--- src/rtl/router_fsm_pkg.sv ---
// Shared types for the 1x3 router control FSM: state encoding, address constants
// and the registered control-output bundle with its state decode.
package router_fsm_pkg;

  localparam int unsigned ADDR_W    = 2;
  localparam int unsigned NUM_FIFOS = 3;

  // Header address 3 has no FIFO behind it; such packets are dropped silently.
  localparam logic [ADDR_W-1:0] ADDR_INVALID = 2'b11;

  typedef enum logic [2:0] {
    ST_DA  = 3'd0,  // DECODE_ADDRESS
    ST_LFD = 3'd1,  // LOAD_FIRST_DATA
    ST_LD  = 3'd2,  // LOAD_DATA
    ST_FFS = 3'd3,  // FIFO_FULL_STATE
    ST_LAF = 3'd4,  // LOAD_AFTER_FULL
    ST_LP  = 3'd5,  // LOAD_PARITY
    ST_CPE = 3'd6,  // CHECK_PARITY_ERROR
    ST_WTE = 3'd7   // WAIT_TILL_EMPTY
  } state_e;

  typedef struct packed {
    logic detect_addr;
    logic lfd_state;
    logic ld_state;
    logic laf_state;
    logic full_state;
    logic rst_int_reg;
    logic write_enb_reg;
    logic busy;
  } ctl_t;

  localparam ctl_t CTL_RESET = ctl_t'(8'b1000_0000);

  function automatic ctl_t decode_state(input state_e s);
    ctl_t c;
    c = ctl_t'(8'b0000_0000);
    case (s)
      ST_DA:  c.detect_addr = 1'b1;
      ST_LFD: begin
        c.lfd_state     = 1'b1;
        c.write_enb_reg = 1'b1;
        c.busy          = 1'b1;
      end
      ST_LD: begin
        c.ld_state      = 1'b1;
        c.write_enb_reg = 1'b1;
      end
      ST_FFS: begin
        c.full_state = 1'b1;
        c.busy       = 1'b1;
      end
      ST_LAF: begin
        c.laf_state     = 1'b1;
        c.write_enb_reg = 1'b1;
        c.busy          = 1'b1;
      end
      ST_LP: begin
        c.write_enb_reg = 1'b1;
        c.busy          = 1'b1;
      end
      ST_CPE: begin
        c.rst_int_reg = 1'b1;
        c.busy        = 1'b1;
      end
      ST_WTE: c.busy = 1'b1;
      default: c.detect_addr = 1'b1;
    endcase
    return c;
  endfunction

endpackage

--- src/rtl/router_fsm_if.sv ---
// Input-port / router_reg / FIFO control bundle around the router FSM.
// master = environment side, slave = the FSM itself.
interface router_fsm_if;
  import router_fsm_pkg::*;

  logic                  pkt_valid;
  logic [ADDR_W-1:0]     data_in;
  logic                  fifo_full;
  logic [NUM_FIFOS-1:0]  fifo_empty;
  logic [NUM_FIFOS-1:0]  soft_reset;
  logic                  parity_done;
  logic                  low_pkt_valid;

  logic                  detect_addr;
  logic                  lfd_state;
  logic                  ld_state;
  logic                  laf_state;
  logic                  full_state;
  logic                  rst_int_reg;
  logic                  write_enb_reg;
  logic                  busy;
  logic [ADDR_W-1:0]     dest_addr;
  logic                  wait_drop;

  modport master (
    output pkt_valid, data_in, fifo_full, fifo_empty, soft_reset, parity_done, low_pkt_valid,
    input  detect_addr, lfd_state, ld_state, laf_state, full_state, rst_int_reg,
           write_enb_reg, busy, dest_addr, wait_drop
  );

  modport slave (
    input  pkt_valid, data_in, fifo_full, fifo_empty, soft_reset, parity_done, low_pkt_valid,
    output detect_addr, lfd_state, ld_state, laf_state, full_state, rst_int_reg,
           write_enb_reg, busy, dest_addr, wait_drop
  );
endinterface

--- src/rtl/router_fsm.sv ---
// Router control FSM: header decode, payload/parity sequencing, full-FIFO stalls.
// Optional WAIT_TILL_EMPTY drop timer enabled by ROUTER_FSM_WAIT_TIMEOUT_EN.
module router_fsm
  import router_fsm_pkg::*;
#(
  parameter int unsigned WAIT_TIMEOUT = 30,
  parameter int unsigned TMR_W        = 6
) (
  input  logic        clk,
  input  logic        rstn,
  router_fsm_if.slave bus
);

  if ((TMR_W < 32'd1) || (WAIT_TIMEOUT < 32'd1) || (WAIT_TIMEOUT > (32'd1 << TMR_W))) begin : g_cfg_check
    $error("router_fsm: TMR_W too narrow for WAIT_TIMEOUT");
  end

  state_e            state_q, state_d;
  logic [ADDR_W-1:0] dest_q, dest_d;
  ctl_t              ctl_q, ctl_d;
  logic              wait_drop_q;
  logic              timeout_s;
  logic              sel_soft_rst_s;
  logic              sel_empty_s;

  // Only the soft reset and empty flag of the latched destination matter.
  assign sel_soft_rst_s = bus.soft_reset[dest_q];
  assign sel_empty_s    = bus.fifo_empty[dest_q];

`ifdef ROUTER_FSM_WAIT_TIMEOUT_EN
  logic [TMR_W-1:0] tmr_q, tmr_d;

  // Wait timer: counts WAIT_TILL_EMPTY cycles, zero elsewhere so entry starts at zero.
  always_comb begin
    tmr_d = {TMR_W{1'b0}};
    if (state_q == ST_WTE) begin
      tmr_d = tmr_q + TMR_W'(1);
    end else begin
      tmr_d = {TMR_W{1'b0}};
    end
  end

  // Wait timer register.
  always_ff @(posedge clk or negedge rstn) begin
    if (!rstn) begin
      tmr_q <= {TMR_W{1'b0}};
    end else begin
      tmr_q <= tmr_d;
    end
  end

  assign timeout_s = (state_q == ST_WTE) && !sel_empty_s && !sel_soft_rst_s &&
                     (tmr_q == TMR_W'(WAIT_TIMEOUT - 32'd1));
`else
  assign timeout_s = 1'b0;
`endif

  // Next-state and destination latch; matching soft reset overrides everything.
  always_comb begin
    state_d = state_q;
    dest_d  = dest_q;
    if ((state_q != ST_DA) && sel_soft_rst_s) begin
      state_d = ST_DA;
    end else begin
      case (state_q)
        ST_DA: begin
          if (bus.pkt_valid && (bus.data_in != ADDR_INVALID)) begin
            dest_d  = bus.data_in;
            state_d = bus.fifo_empty[bus.data_in] ? ST_LFD : ST_WTE;
          end else begin
            state_d = ST_DA;
          end
        end
        ST_LFD: state_d = ST_LD;
        ST_LD: begin
          if (bus.fifo_full) begin
            state_d = ST_FFS;
          end else if (!bus.pkt_valid) begin
            state_d = ST_LP;
          end else begin
            state_d = ST_LD;
          end
        end
        ST_FFS: begin
          if (!bus.fifo_full) begin
            state_d = ST_LAF;
          end else begin
            state_d = ST_FFS;
          end
        end
        ST_LAF: begin
          if (bus.parity_done) begin
            state_d = ST_DA;
          end else if (bus.low_pkt_valid) begin
            state_d = ST_LP;
          end else begin
            state_d = ST_LD;
          end
        end
        ST_LP: state_d = ST_CPE;
        ST_CPE: begin
          if (bus.fifo_full) begin
            state_d = ST_FFS;
          end else begin
            state_d = ST_DA;
          end
        end
        ST_WTE: begin
          if (sel_empty_s) begin
            state_d = ST_LFD;
          end else if (timeout_s) begin
            state_d = ST_DA;
          end else begin
            state_d = ST_WTE;
          end
        end
        default: state_d = ST_DA;
      endcase
    end
  end

  // Output decode of the upcoming state so the outputs themselves are flops.
  always_comb begin
    ctl_d = decode_state(state_d);
  end

  // State, destination and output registers.
  always_ff @(posedge clk or negedge rstn) begin
    if (!rstn) begin
      state_q     <= ST_DA;
      dest_q      <= 2'b00;
      ctl_q       <= CTL_RESET;
      wait_drop_q <= 1'b0;
    end else begin
      state_q     <= state_d;
      dest_q      <= dest_d;
      ctl_q       <= ctl_d;
      wait_drop_q <= timeout_s;
    end
  end

  assign bus.detect_addr   = ctl_q.detect_addr;
  assign bus.lfd_state     = ctl_q.lfd_state;
  assign bus.ld_state      = ctl_q.ld_state;
  assign bus.laf_state     = ctl_q.laf_state;
  assign bus.full_state    = ctl_q.full_state;
  assign bus.rst_int_reg   = ctl_q.rst_int_reg;
  assign bus.write_enb_reg = ctl_q.write_enb_reg;
  assign bus.busy          = ctl_q.busy;
  assign bus.dest_addr     = dest_q;
  assign bus.wait_drop     = wait_drop_q;

endmodule

--- src/flat_wrapper.sv ---
// flat-port wrapper written by rule: the top's interface ports become plain ports
module router_fsm_flat import router_fsm_pkg::*;
#(
  parameter int unsigned WAIT_TIMEOUT = 30,
  parameter int unsigned TMR_W        = 6
)
  (clk, rstn, bus_pkt_valid, bus_data_in, bus_fifo_full, bus_fifo_empty, bus_soft_reset, bus_parity_done, bus_low_pkt_valid, bus_detect_addr, bus_lfd_state, bus_ld_state, bus_laf_state, bus_full_state, bus_rst_int_reg, bus_write_enb_reg, bus_busy, bus_dest_addr, bus_wait_drop);
  router_fsm_if bus_i ();
  input  logic clk;
  input  logic rstn;
  input wire logic [$bits(bus_i.pkt_valid)-1:0] bus_pkt_valid;
  input wire logic [$bits(bus_i.data_in)-1:0] bus_data_in;
  input wire logic [$bits(bus_i.fifo_full)-1:0] bus_fifo_full;
  input wire logic [$bits(bus_i.fifo_empty)-1:0] bus_fifo_empty;
  input wire logic [$bits(bus_i.soft_reset)-1:0] bus_soft_reset;
  input wire logic [$bits(bus_i.parity_done)-1:0] bus_parity_done;
  input wire logic [$bits(bus_i.low_pkt_valid)-1:0] bus_low_pkt_valid;
  output wire logic [$bits(bus_i.detect_addr)-1:0] bus_detect_addr;
  output wire logic [$bits(bus_i.lfd_state)-1:0] bus_lfd_state;
  output wire logic [$bits(bus_i.ld_state)-1:0] bus_ld_state;
  output wire logic [$bits(bus_i.laf_state)-1:0] bus_laf_state;
  output wire logic [$bits(bus_i.full_state)-1:0] bus_full_state;
  output wire logic [$bits(bus_i.rst_int_reg)-1:0] bus_rst_int_reg;
  output wire logic [$bits(bus_i.write_enb_reg)-1:0] bus_write_enb_reg;
  output wire logic [$bits(bus_i.busy)-1:0] bus_busy;
  output wire logic [$bits(bus_i.dest_addr)-1:0] bus_dest_addr;
  output wire logic [$bits(bus_i.wait_drop)-1:0] bus_wait_drop;
  assign bus_i.pkt_valid = bus_pkt_valid;
  assign bus_i.data_in = bus_data_in;
  assign bus_i.fifo_full = bus_fifo_full;
  assign bus_i.fifo_empty = bus_fifo_empty;
  assign bus_i.soft_reset = bus_soft_reset;
  assign bus_i.parity_done = bus_parity_done;
  assign bus_i.low_pkt_valid = bus_low_pkt_valid;
  assign bus_detect_addr = bus_i.detect_addr;
  assign bus_lfd_state = bus_i.lfd_state;
  assign bus_ld_state = bus_i.ld_state;
  assign bus_laf_state = bus_i.laf_state;
  assign bus_full_state = bus_i.full_state;
  assign bus_rst_int_reg = bus_i.rst_int_reg;
  assign bus_write_enb_reg = bus_i.write_enb_reg;
  assign bus_busy = bus_i.busy;
  assign bus_dest_addr = bus_i.dest_addr;
  assign bus_wait_drop = bus_i.wait_drop;
  router_fsm #(.WAIT_TIMEOUT(WAIT_TIMEOUT), .TMR_W(TMR_W)) u_core (.clk(clk), .rstn(rstn), .bus(bus_i));
endmodule
--- config.mk ---
export PLATFORM = sky130hd
export DESIGN_NAME = router_fsm_flat
export DESIGN_NICKNAME = d
export VERILOG_FILES = /design/src/rtl/router_fsm_pkg.sv /design/src/rtl/router_fsm_if.sv /design/src/rtl/router_fsm.sv /design/src/flat_wrapper.sv
export SDC_FILE = /design/constraint.sdc
export NUM_CORES = 1
export LEC_CHECK = 0
export ABC_AREA = 1
export CAP_MARGIN = 20
export CORE_MARGIN = 1.5
export CORE_UTILIZATION = 48
export CTS_BUF_LIST = sky130_fd_sc_hd__clkbuf_2
export CTS_CLUSTER_DIAMETER = 30
export DETAILED_ROUTE_END_ITERATION = 6
export HOLD_SLACK_MARGIN = 0.06
export PLACE_DENSITY = 0.82
export SLEW_MARGIN = 20
export SYNTH_ARGS = -nofsm -noshare
export SYNTH_HDL_FRONTEND = slang
export SYNTH_SLANG_ARGS = --single-unit
--- constraint.sdc ---
create_clock -name clk -period 1.8 [get_ports clk]
set_input_delay 0.27 -clock clk [delete_from_list [all_inputs] [get_ports clk]]
set_output_delay 0.27 -clock clk [all_outputs]
set_load 0.05 [all_outputs]
After elaboration in Yosys (flattened, before gate mapping) --
Cells that the tools add are included. W data, S select, Z words.
Storage, ports and cells: flip-flop bits (word level) 13, input bits 14, output and inout bits 11, logic and storage cells 61
Cells by class: order comparisons 2, equality and inequality tests 15, muxes and demuxes 25, bitwise gates (word level) 1, reduce and logical (&&, ||, !) cells 8
Operators with widths (count):
- $mux W3 | 9
- $eq A3 B3 Y1 const B | 8
- $pmux W3 S8 | 1
- $eq A3 B2 Y1 const B | 4
- $mux W1 | 11
- $bmux W1 S2 | 3
- $eq A3 B1 Y1 const B | 2
- $logic_not A3 Y1 | 2
- $lt A2 B3 Y1 const B | 2
- $reduce_or A6 Y1 | 1
- $reduce_or A4 Y1 | 1
- $reduce_and A3 Y1 | 1
- $reduce_bool A3 Y1 | 1
- $logic_and A1 B1 Y1 | 2
- $mux W2 | 1
- $ne A2 B2 Y1 const B | 1
- $not A1 Y1 | 1

Depth between registers and ports, before layout --
Gate-level depths: netlist of the first run.
word-level depth 9, depth in mapped cells 10, gate-level depth less buffers 10

Least setup slack after synthesis of the first run --
OpenSTA, ideal clock, no wires.
path kind reg2reg, start register u_core.dest_q[0] (netlist: u_core.bus.dest_addr[0]), end register u_core.ctl_q, in the netlist u_core.bus.write_enb_reg, library setup time 0.127 ns, data arrival time 1.424 ns, data required time 1.673 ns, slack 0.249 ns, cell stages (with the launch flop) 10, buffers on the path 0, period minus slack after synthesis 1.551 ns, cell sequence dfrtp_1 -> inv_1 -> nand3_1 -> nand2_1 -> inv_1 -> nand2_1 -> nand3_1 -> nand3_2 -> nand3_1 -> nand3_1
RTL lines:
- from (decl) | line router_fsm.sv:19 | logic [ADDR_W-1:0] dest_q, dest_d;
- from (signal assigned) | line router_fsm.sv:136 | dest_q <= dest_d;
- to (signal assigned) | line router_fsm.sv:137 | ctl_q <= ctl_d;
- to (decl) | line router_fsm.sv:20 | ctl_t ctl_q, ctl_d;

Final worst setup path of the first run --
start register u_core.ctl_q, in the netlist u_core.bus.laf_state, end output port bus_laf_state
RTL lines:
- to (decl) | line flat_wrapper.sv:21 | output wire logic [$bits(bus_i.laf_state)-1:0] bus_laf_state;
No word-level cell between the ends.

==> flow_summary_export.csv, run 1 <==
group,metric,value,unit
outcome,status,"finished, final reports clean",
cts,clock_latency,0.25,ns
floorplanning,rows,14,
logic_synthesis,ys_types,21,
cts,cts-resized-gates,0,
placement,dp.cells,158,
cts,clkTransAtPathRegs,0.12,ns
routing,wirelength,1660,µm
power_and_ir_drop,pwr-share-seq,26.4,%
logic_synthesis,ys_ff_latch,13,
global_routing,grt_first_pass_wirelength,2880,µm
flow_run,maxCapViolCount,0,
sta,tightest_slew,0.550,ns
sta,finalCritPeriodShare,93.0,%
finish,syn_to_final_growth,30.8,%
power_and_ir_drop,powerDensity,1810,nW/µm²
worst_setup_path,r2r_setup_slack,0.33,ns
power_and_ir_drop,intPower,898,µW
routing,vias_per_cell,4.90,
worst_setup_path,worst_r2r_path_depth,8,
placement,place_congestion,0.860,
sta,hold_viol_final,0,
finish,regMostFlops,"u_core.state_q",
worst_setup_path,arrival,1.40,ns
worst_setup_path,endpoint,"bus_laf_state",
worst_setup_path,worstSetupPathType,"reg2out",
sta,rsz0062_at_grt,"no",
power_and_ir_drop,switching_share,54.2,%
finish,final_nets,161,
cts,root_buffer,"clkbuf_2",
logic_synthesis,yosysWarningCount,0,
worst_setup_path,worstPathRequired,1.53,ns
global_routing,grt_max_degree,14,
power_and_ir_drop,vdd_ir_drop_max,1.24,mV
finish,diodes,0,
cts,hold_buffers,0,
power_and_ir_drop,p_clk_share,7.4,%
finish,fillers,124,
sta,setup-tns-final,0,ns
routing,wl_per_cell,10.2,µm
cts,cts_tree,"yes",
finish,largest_reg_flops,3,
sta,whs,0.359,ns
cts,clock_sinks,13,
finish,layout-drive-gt1-share,16.4,%
worst_setup_path,path_buf_inv,1,
logic_synthesis,ys_seq_area_share,39.4,%
cts,numCtsBuffers,3,
logic_synthesis,netlist_area,828,µm²
placement,postPlaceCellArea,1060,µm²
min_path,hp-class,"in2async",
worst_setup_path,worstSetupStartpoint,"u_core.bus.laf_state",
worst_setup_path,cp_top_family,"buffers and inverters",
worst_setup_path,cp-start-kind,"flop",
floorplanning,die_area,1980,µm²
sta,clock_skew,0.00110,ns
floorplanning,start_util,53.1,%
worst_setup_path,path_cells,"clkdlybuf4s50_1",
sta,min_period,1.67,ns
floorplanning,pin_count,25,
placement,hpwl,1360,µm
worst_setup_path,cp_max_fo,1,
routing,via_count,794,
routing,route.detailed.drc,0,
floorplanning,die_x,44.5,µm
floorplanning,core,1560,µm²
sta,fmax,0.597,GHz
global_routing,grt.total_usage,19.3,%
cts,clk_path_buf_depth,2,
worst_setup_path,worst_path_max_delay_cell,"clkdlybuf4s50_1",
floorplanning,die_y,44.5,µm
routing,drt-pass1-iter-count,4,
logic_synthesis,syn_nets,134,
cts,post-cts-setup-buffer-count,0,
worst_setup_path,max_stage_delay,0.80,ns
global_routing,gr-total-overflow,0,
routing,postRouteAntennaNets,0,
worst_setup_path,path_depth,1,
global_routing,antenna_found_initial,0,
worst_setup_path,r2r-start,"u_core.state_q[1]",
cts,ctsHtreeMaxLevel,1,
sta,maxSlewViolCount,0,
routing,drt_iter0_markers,25,
power_and_ir_drop,power_frac_comb,66.2,%
logic_synthesis,synth.avg_cell_area,6.90,µm²
finish,fin_area,1080,µm²
worst_setup_path,worstSetupEndpointType,"output port",
power_and_ir_drop,p_leak,0.000601,µW
placement,numPortBuffers,23,
power_and_ir_drop,p_total,1960,µW
finish,finish.cell_count_without_fillers,162,
sta,relSlewSlack,63.2,%
sta,setup_viol,0,
worst_setup_path,reg2reg_to,"u_core.bus.write_enb_reg",
logic_synthesis,synth_cells,120,
global_routing,grt_pass1_vias,717,
power_and_ir_drop,switching_power,1060,µW
cells by family after synthesis:
| group | share of synthesized area (%) |
|---|---|
| AO/OA/AOI/OAI | 5.44 |
| buffers and inverters | 13.1 |
| flip-flops | 39.4 |
| other | 0.453 |
| AND/OR/NAND/NOR | 41.5 |
cell type report:
class                   count  area, µm²  share of cell area [%]
clock buffers               4       20.0                    1.85
flip-flops and latches     13        327                    30.1
well taps                  16       20.0                    1.85
repair buffers             23        223                    20.6
multi-input cells          79        393                    36.3
inverters                  27        101                    9.35
cell usage in the layout (no fill, tap or decap):
cell type	count
conb_1	1
clkdlybuf4s50_1	20
inv_1	23
nand3_2	2
a21oi_4	1
o21ai_1	1
nand2_1	28
nand2_2	2
nand3_1	14
o21ai_2	1
o21ai_0	3
dfrtp_1	12
nor3_2	1
nand4_1	2
buf_4	3
inv_2	4
nor2_2	3
dfstp_2	1
nor3_1	1
nor2_1	16
nand3b_1	1
nor2_4	2
clkbuf_2	4
worst min-delay path by stage:
stage	endpoint	slack [ns]	cells past startpoint
2_1_floorplan	u_core.bus.busy	-0.03	0
3_3_place_gp	u_core.bus.ld_state	0.65	1
3_5_place_dp	u_core.bus.ld_state	0.66	1
4_1_cts	u_core.bus.laf_state	0.37	1
5_1_grt	u_core.bus.busy	0.40	1
6_report	u_core.bus.write_enb_reg	0.36	1
synthesized netlist by cell type:
cell,count,area [µm²]
a21oi_4,1,16.3
buf_4,1,7.51
conb_1,1,3.75
dfrtp_1,12,300
dfstp_2,1,26.3
inv_1,23,86.3
inv_2,4,15.0
nand2_1,28,105
nand2_2,2,12.5
nand3_1,14,70.1
nand3_2,2,20.0
nand3b_1,1,7.51
nand4_1,2,12.5
nor2_1,16,60.1
nor2_2,3,18.8
nor2_4,2,22.5
nor3_1,1,5.00
nor3_2,1,10.0
o21ai_0,3,15.0
o21ai_1,1,5.00
o21ai_2,1,8.76
layer usage:
layer  wire (µm)  track usage (%)  up-vias
met1         793             27.0      361
li1            -                -      416
met3          63             2.86        2
met4           8             5.45        0
met5           0                0        -
met2         790             31.0       15
power by group through the flow:
stage	Clock (µW)	Sequential (µW)	Combinational, µW
finish	145	518	1300
floorplan	0	818	671
global placement	0	520	1280
detailed placement	0	524	1300
CTS	151	518	1310
global route	162	534	1440
stage by stage:
| stage | utilization, % | setup WS [ns] |
|---|---|---|
| after floorplan | - | 0.249 |
| after global placement | 68.2 | 0.113 |
| after detailed placement | 68.2 | 0.0937 |
| after CTS | 69.5 | 0.103 |
| after global routing | 69.5 | 0.0755 |
| final | 69.5 | 0.126 |
(Power assumes the default switching activity.)
==> run 2, diff against run 1 <==
--- a/config.mk
+++ b/config.mk
@@ -14,6 +14,7 @@
 export DETAILED_ROUTE_END_ITERATION = 6
 export HOLD_SLACK_MARGIN = 0.06
 export PLACE_DENSITY = 0.82
+export SKIP_CTS_REPAIR_TIMING = 1
 export SLEW_MARGIN = 20
 export SYNTH_ARGS = -nofsm -noshare
 export SYNTH_HDL_FRONTEND = slang
==> results of run 2 <==
Same layout as run 1: the final DEF is identical, and so are final timing and power.
==> run 3, diff against run 2 <==
--- a/config.mk
+++ b/config.mk
@@ -6,6 +6,7 @@
 export NUM_CORES = 1
 export LEC_CHECK = 0
 export ABC_AREA = 1
+export ABC_CLOCK_PERIOD_IN_PS = 1800
 export CAP_MARGIN = 20
 export CORE_MARGIN = 1.5
 export CORE_UTILIZATION = 48
==> results of run 3 <==
Same layout as run 1: the final DEF is identical, and so are final timing and power.
